<file path="src/rtl/audio_mixer_seq.sv">
// Time-multiplexed stereo mixer: one shared MAC walks all channels once per
// lrclk half-frame and emits a saturated left or right sample.
module audio_mixer_seq #(
  parameter int CHANNEL_COUNT = 8,
  parameter int SAMPLE_W      = 16,
  parameter int VOLUME_W      = 8
) (
  input  logic                              clk,
  input  logic                              rst,
  input  logic                              lrclk,
  input  logic [CHANNEL_COUNT*SAMPLE_W-1:0] ch_samples,
  input  logic [CHANNEL_COUNT-1:0]          ch_enable,
  input  logic                              cfg_we,
  input  logic [$clog2(CHANNEL_COUNT)-1:0]  cfg_ch,
  input  logic [VOLUME_W-1:0]               cfg_volume,
  input  logic [1:0]                        cfg_pan,
  input  logic                              overrun_clr,
  output logic signed [SAMPLE_W-1:0]        sample_l,
  output logic signed [SAMPLE_W-1:0]        sample_r,
  output logic                              l_valid,
  output logic                              r_valid,
  output logic                              frame_done,
  output logic                              busy,
  output logic                              overrun
);

  localparam int IDX_W  = $clog2(CHANNEL_COUNT);
  localparam int PROD_W = SAMPLE_W + VOLUME_W + 1;
  localparam int ACC_W  = PROD_W + IDX_W;

  localparam logic [VOLUME_W-1:0]     UNITY_VOL = {1'b1, {(VOLUME_W-1){1'b0}}};
  localparam logic [IDX_W-1:0]        LAST_IDX  = IDX_W'(CHANNEL_COUNT - 1);
  localparam logic signed [ACC_W-1:0] SAT_MAX   = ACC_W'(2**(SAMPLE_W-1) - 1);
  localparam logic signed [ACC_W-1:0] SAT_MIN   = ~SAT_MAX;

  typedef enum logic [1:0] {ST_IDLE, ST_MIX, ST_SAT} state_t;

  state_t                    state;
  logic [VOLUME_W-1:0]       volume [CHANNEL_COUNT];
  logic [1:0]                pan    [CHANNEL_COUNT];
  logic                      lrSync1, lrSync2, lrPrev;
  logic                      edgePulse, edgeSide;
  logic                      side;
  logic [IDX_W-1:0]          idx;
  logic signed [ACC_W-1:0]   acc;
  logic signed [SAMPLE_W-1:0] curSample;
  logic [VOLUME_W-1:0]       curVol;
  logic signed [PROD_W-1:0]  product, shifted;
  logic signed [ACC_W-1:0]   term;
  logic signed [SAMPLE_W-1:0] satSample;

  // Bring lrclk into the clk domain and remember the previous level
  always_ff @(posedge clk or posedge rst) begin
    if (rst) begin
      lrSync1 <= 1'b0;
      lrSync2 <= 1'b0;
      lrPrev  <= 1'b0;
    end else begin
      lrSync1 <= lrclk;
      lrSync2 <= lrSync1;
      lrPrev  <= lrSync2;
    end
  end

  // Any level change is an edge; a rising edge (new level 1) selects left (side 0)
  assign edgePulse = lrSync2 ^ lrPrev;
  assign edgeSide  = ~lrSync2;
  assign busy      = (state != ST_IDLE);

  // Per-channel volume/pan registers, written by the CPU
  always_ff @(posedge clk or posedge rst) begin
    if (rst) begin
      for (int unsigned i = 0; i < CHANNEL_COUNT; i++) begin
        volume[i] <= UNITY_VOL;
        pan[i]    <= 2'b11;
      end
    end else if (cfg_we && (int'(cfg_ch) < CHANNEL_COUNT)) begin
      volume[cfg_ch] <= cfg_volume;
      pan[cfg_ch]    <= cfg_pan;
    end
  end

  // Scaled contribution of the channel currently selected by idx
  always_comb begin
    curSample = ch_samples[int'(idx)*SAMPLE_W +: SAMPLE_W];
    curVol    = volume[idx];
    product   = curSample * $signed({1'b0, curVol});
    shifted   = product >>> (VOLUME_W - 1);
    term      = '0;
    if (ch_enable[idx] && pan[idx][side])
      term = ACC_W'(shifted);
  end

  // Clamp the wide accumulator to the output sample range
  always_comb begin
    satSample = acc[SAMPLE_W-1:0];
    if (acc > SAT_MAX)
      satSample = {1'b0, {(SAMPLE_W-1){1'b1}}};
    else if (acc < SAT_MIN)
      satSample = {1'b1, {(SAMPLE_W-1){1'b0}}};
  end

  // Mix sequencer: IDLE -> MIX (one channel per cycle) -> SAT -> IDLE
  always_ff @(posedge clk or posedge rst) begin
    if (rst) begin
      state      <= ST_IDLE;
      side       <= 1'b0;
      idx        <= '0;
      acc        <= '0;
      sample_l   <= '0;
      sample_r   <= '0;
      l_valid    <= 1'b0;
      r_valid    <= 1'b0;
      frame_done <= 1'b0;
      overrun    <= 1'b0;
    end else begin
      l_valid    <= 1'b0;
      r_valid    <= 1'b0;
      frame_done <= 1'b0;
      if (edgePulse && state != ST_IDLE)
        overrun <= 1'b1;
      else if (overrun_clr)
        overrun <= 1'b0;
      case (state)
        ST_IDLE: begin
          if (edgePulse) begin
            side  <= edgeSide;
            acc   <= '0;
            idx   <= '0;
            state <= ST_MIX;
          end
        end
        ST_MIX: begin
          acc <= acc + term;
          if (idx == LAST_IDX)
            state <= ST_SAT;
          else
            idx <= idx + 1'b1;
        end
        ST_SAT: begin
          if (side) begin
            sample_r   <= satSample;
            r_valid    <= 1'b1;
            frame_done <= 1'b1;
          end else begin
            sample_l <= satSample;
            l_valid  <= 1'b1;
          end
          state <= ST_IDLE;
        end
        default: state <= ST_IDLE;
      endcase
    end
  end

endmodule

</file>
<file path="config.mk">
export PLATFORM = sky130hd
export DESIGN_NAME = audio_mixer_seq
export DESIGN_NICKNAME = d
export VERILOG_FILES = /design/src/rtl/audio_mixer_seq.sv
export SDC_FILE = /design/constraint.sdc
export NUM_CORES = 1
export LEC_CHECK = 0
export ABC_CLOCK_PERIOD_IN_PS = 21400
export BUFFER_PORTS_ARGS = -buffer_cell sky130_fd_sc_hd__buf_4
export CORE_MARGIN = 8
export CORE_UTILIZATION = 50
export DETAILED_ROUTE_END_ITERATION = 12
export GPL_TIMING_DRIVEN = 0
export PLACE_DENSITY = 0.72
export SYNTH_ARGS = -nofsm -noshare
export SYNTH_HDL_FRONTEND = slang
export SYNTH_SLANG_ARGS = --single-unit
</file>
<file path="constraint.sdc">
create_clock -name clk -period 21.4 [get_ports clk]
set_input_delay 4.28 -clock clk [delete_from_list [all_inputs] [get_ports clk]]
set_output_delay 4.28 -clock clk [all_outputs]
set_load 0.01 [all_outputs]
</file>
==> results by group <==
Critical path
  – CP Max Fanout: 6
  – Critical Path AT: between 10 and 15 ns
  – Critical path class: in2reg
  – Critical Path RT: approximately 22 ns
  – CP max stage cell: mux2i_1
  – Buf+Inv Stages, Crit Path: 7
  – Setup crit start kind: primary input
  – Critical path endpoint category: register
  – Cell mode on critical path: inv_1
  – Delay of the slowest critical-path stage: approximately 0.66 ns
  – Largest delay share family, worst path: compound AO/OA/AOI/OAI gates

Clock network
  – CTS hold repair buffers: 0
  – Clk slew on worst S/H paths: about 0.07 ns
  – Max clock buf depth: 2
  – Clock Sinks: 152
  – Setup bufs post-CTS: 0
  – CTS Root Cell: clkbuf_16
  – Clk Latency, worst-skew pair: between 0.4 and 0.5 ns
  – Num CTS Buffers: 17
  – Post_cts resized: 0
  – H-tree depth: 4
  – CTS tree: built

Drt
  – DRC violations left: 0
  – Avg WL per Cell: 18.3 um
  – DRT iter0 DRCs: 665
  – DRT antenna net count: 0
  – Vias per cell: about 5.5
  – Detailed Route WL: ~33000 um
  – Via Count: 10.1k
  – First-pass detailed-route iteration total: 5

Finish
  – Post-layout util: about three fifths
  – Multi-input gate area: 8210 um2
  – Commonest non-fill, non-tap cell in the layout: buf_4
  – Most frequent cells in the layout: 190 x buf_4, 174 x inv_1, 128 x dfrtp_1
  – Share of layout cells above drive strength 1: between 20% and 30%
  – Antenna diodes: 0
  – Nets@finish: around 1.8k
  – Area Overhead vs Synth: 19.5%
  – Fillers: around 2.2k
  – Register area: ~3800 um2

Placed design
  – Buffers on Ports: roughly 190
  – Final GP Congestion: 0.879
  – DP HPWL: around 27000 um

STA
  – Fmax achieved: about 81 MHz
  – Max Clock Skew: between 0.015 and 0.02 ns
  – Final setup vio count: 0
  – Final Hold Fails: 0
  – Period utilization: ~57%
  – Max Transition Viols Final: 0
  – Setup TNS: 0 ns
  – Final critical-path required period: 12.28 ns
  – Max-Slew Margin vs Limit: about 29%
  – Worst Tran Pin Value: 1.03 ns
  – Unrepaired setup endpoints after global routing: false

Synth
  – Seq/Total Area, Yosys: approximately 30%
  – Most common flop cell mapped by yosys: dfrtp_1
  – Syn nets: roughly 1.6k
  – Synth Warn #: 0
  – Synth Register Bits: between 150 and 200
  – Library cells used by synthesis: 59
  – Syn avg cell area: slightly above 10 um2
  – Async S/R FF share, synth: 100%
  – Mapped Area: roughly 13000 um2
  – Cells after Synth: about 1.3k
  – EDFF count, synth: 0

Global route
  – Antenna violations before repair: 0
  – First-pass GRT wire length: 53500 um
  – Largest net degree at the start of global routing: ~80
  – Remaining global-route overflow: 0
  – GRT Util Overall: 21.4%
  – Number of global-route vias before repair: around 11k

Floorplan
  – FP Rows: 59
  – Area of the core: around 26000 um2
  – IO Count: 191
  – Initial core utilization: between 50% and 60%
  – Die X: 177 um
  – Die Ht: between 150 and 200 um
  – Total die area: approximately 31000 um2

Flow run
  – Max cap viols: 0

Min path
  – Worst Hold Class: reg2reg

Outcome
  – Status: complete, no violations
[layer usage]
| metal | share of wire [%] | GRT usage, % | wire [um] | vias up |
|---|---|---|---|---|
| met5 | 0 | 0 | 0 | - |
| li1 | - | - | - | 4693 |
| met4 | 1.8 | 6.13 | 608 | 0 |
| met2 | 50 | 35.7 | 16500 | 285 |
| met1 | 43 | 28.0 | 14300 | 5065 |
| met3 | 5.8 | 4.35 | 1920 | 57 |
[cell type report]
class / count / area share, %
Multi-Input combinational cell: 885 / 53.2
Clock buffer: 17 / 2.76
Clock inverter: 15 / 1.28
Buffer: 52 / 1.45
Sequential cell: 152 / 24.8
Tap cell: 335 / 2.72
Timing Repair Buffer: 191 / 9.47
Inverter: 175 / 4.29
[synth_stat cells (5+ instances only)]
cell / number / share of area (%)
mux2i_1: 24 / 1.9
xnor2_1: 23 / 1.6
nand2_1: 105 / 3.1
nand4_1: 9 / 0.44
o21ai_1: 6 / 0.23
a31oi_1: 12 / 0.58
a21oi_1: 37 / 1.4
ha_1: 67 / 6.5
or2_2: 7 / 0.34
o21ai_0: 72 / 2.8
inv_1: 175 / 5.1
mux2_2: 90 / 7.8
a21o_1: 10 / 0.58
o21a_1: 5 / 0.29
mux4_2: 46 / 8.0
xor2_1: 16 / 1.1
dfrtp_1: 128 / 25
buf_1: 6 / 0.17
dfstp_2: 24 / 4.9
o32ai_1: 5 / 0.34
fa_1: 102 / 16
o22ai_1: 6 / 0.29
nand3_1: 10 / 0.39
or2_1: 7 / 0.34
buf_2: 5 / 0.19
or3_1: 7 / 0.34
a22o_1: 11 / 0.75
nand2b_1: 19 / 0.92
a211oi_1: 7 / 0.41
clkbuf_1: 37 / 1.1
nor3_1: 7 / 0.27
nand4b_1: 5 / 0.34
nor2_1: 114 / 3.3
o211ai_1: 5 / 0.29
nor2b_1: 12 / 0.58
[state kept, by name, summed over array words and instances (netlist names)]
register    count
acc            28
frame_done      1
idx             3
l_valid         1
lrPrev          1
lrSync1         1
lrSync2         1
overrun         1
pan            16
sample_l       16
sample_r       16
side            1
state           2
volume         64
[metrics by stage]
stage / setup WS (ns) / cell area, um2 / hold slack [ns] / cells
5_1_grt: 8.54 / 15400 / 0.375 / 1822
4_1_cts: 9.13 / 15400 / 0.359 / 1822
3_3_place_gp: 8.76 / 14700 / 0.337 / 1787
3_5_place_dp: 8.74 / 14800 / 0.337 / 1790
6_report: 9.12 / 15400 / 0.355 / 1822
2_1_floorplan: 10.22 / 12900 / 0.331 / 1264
[kinds of logic (layout without fill, tap and decap cells)]
logic type	count (synthesis)	after routing	share of synthesized area (%)
buffers and inverters	227	450	6.82
AND/OR/NAND/NOR	318	318	11.2
flip-flops	152	152	29.7
adder cells (fa/ha/maj)	169	169	22.3
AO/OA/AOI/OAI	199	199	9.65
XOR/XNOR	39	39	2.64
multiplexers	160	160	17.7
[worst reg2reg max path: cells and delay by family (launching register included)]
family                   cells  cell delay (ns)
XOR/XNOR                     1             0.19
AO/OA/AOI/OAI                9             2.51
multiplexers                 2             1.22
flip-flops                   1             0.35
adder cells (fa/ha/maj)      6             2.82
AND/OR/NAND/NOR              6             0.92
buffers and inverters       12             2.68
[worst paths after layout]
path	start	endpoint	cells past startpoint	slack [ns]
worst max-delay path	ch_samples[101]	acc[27]	32	9.12
worst min-delay path	lrSync1	lrSync2	0	0.36
worst max register to register	idx[1]	acc[27]	36	10.63
worst min register to register	lrSync1	lrSync2	0	0.36
max in group asynchronous	rst	volume[63]	3	16.63
min in group asynchronous	rst	lrSync1	2	3.93
Power is left out: the tool's default activity adds up to more than one toggle a clock period on the data nets, which glitch-free logic cannot reach.
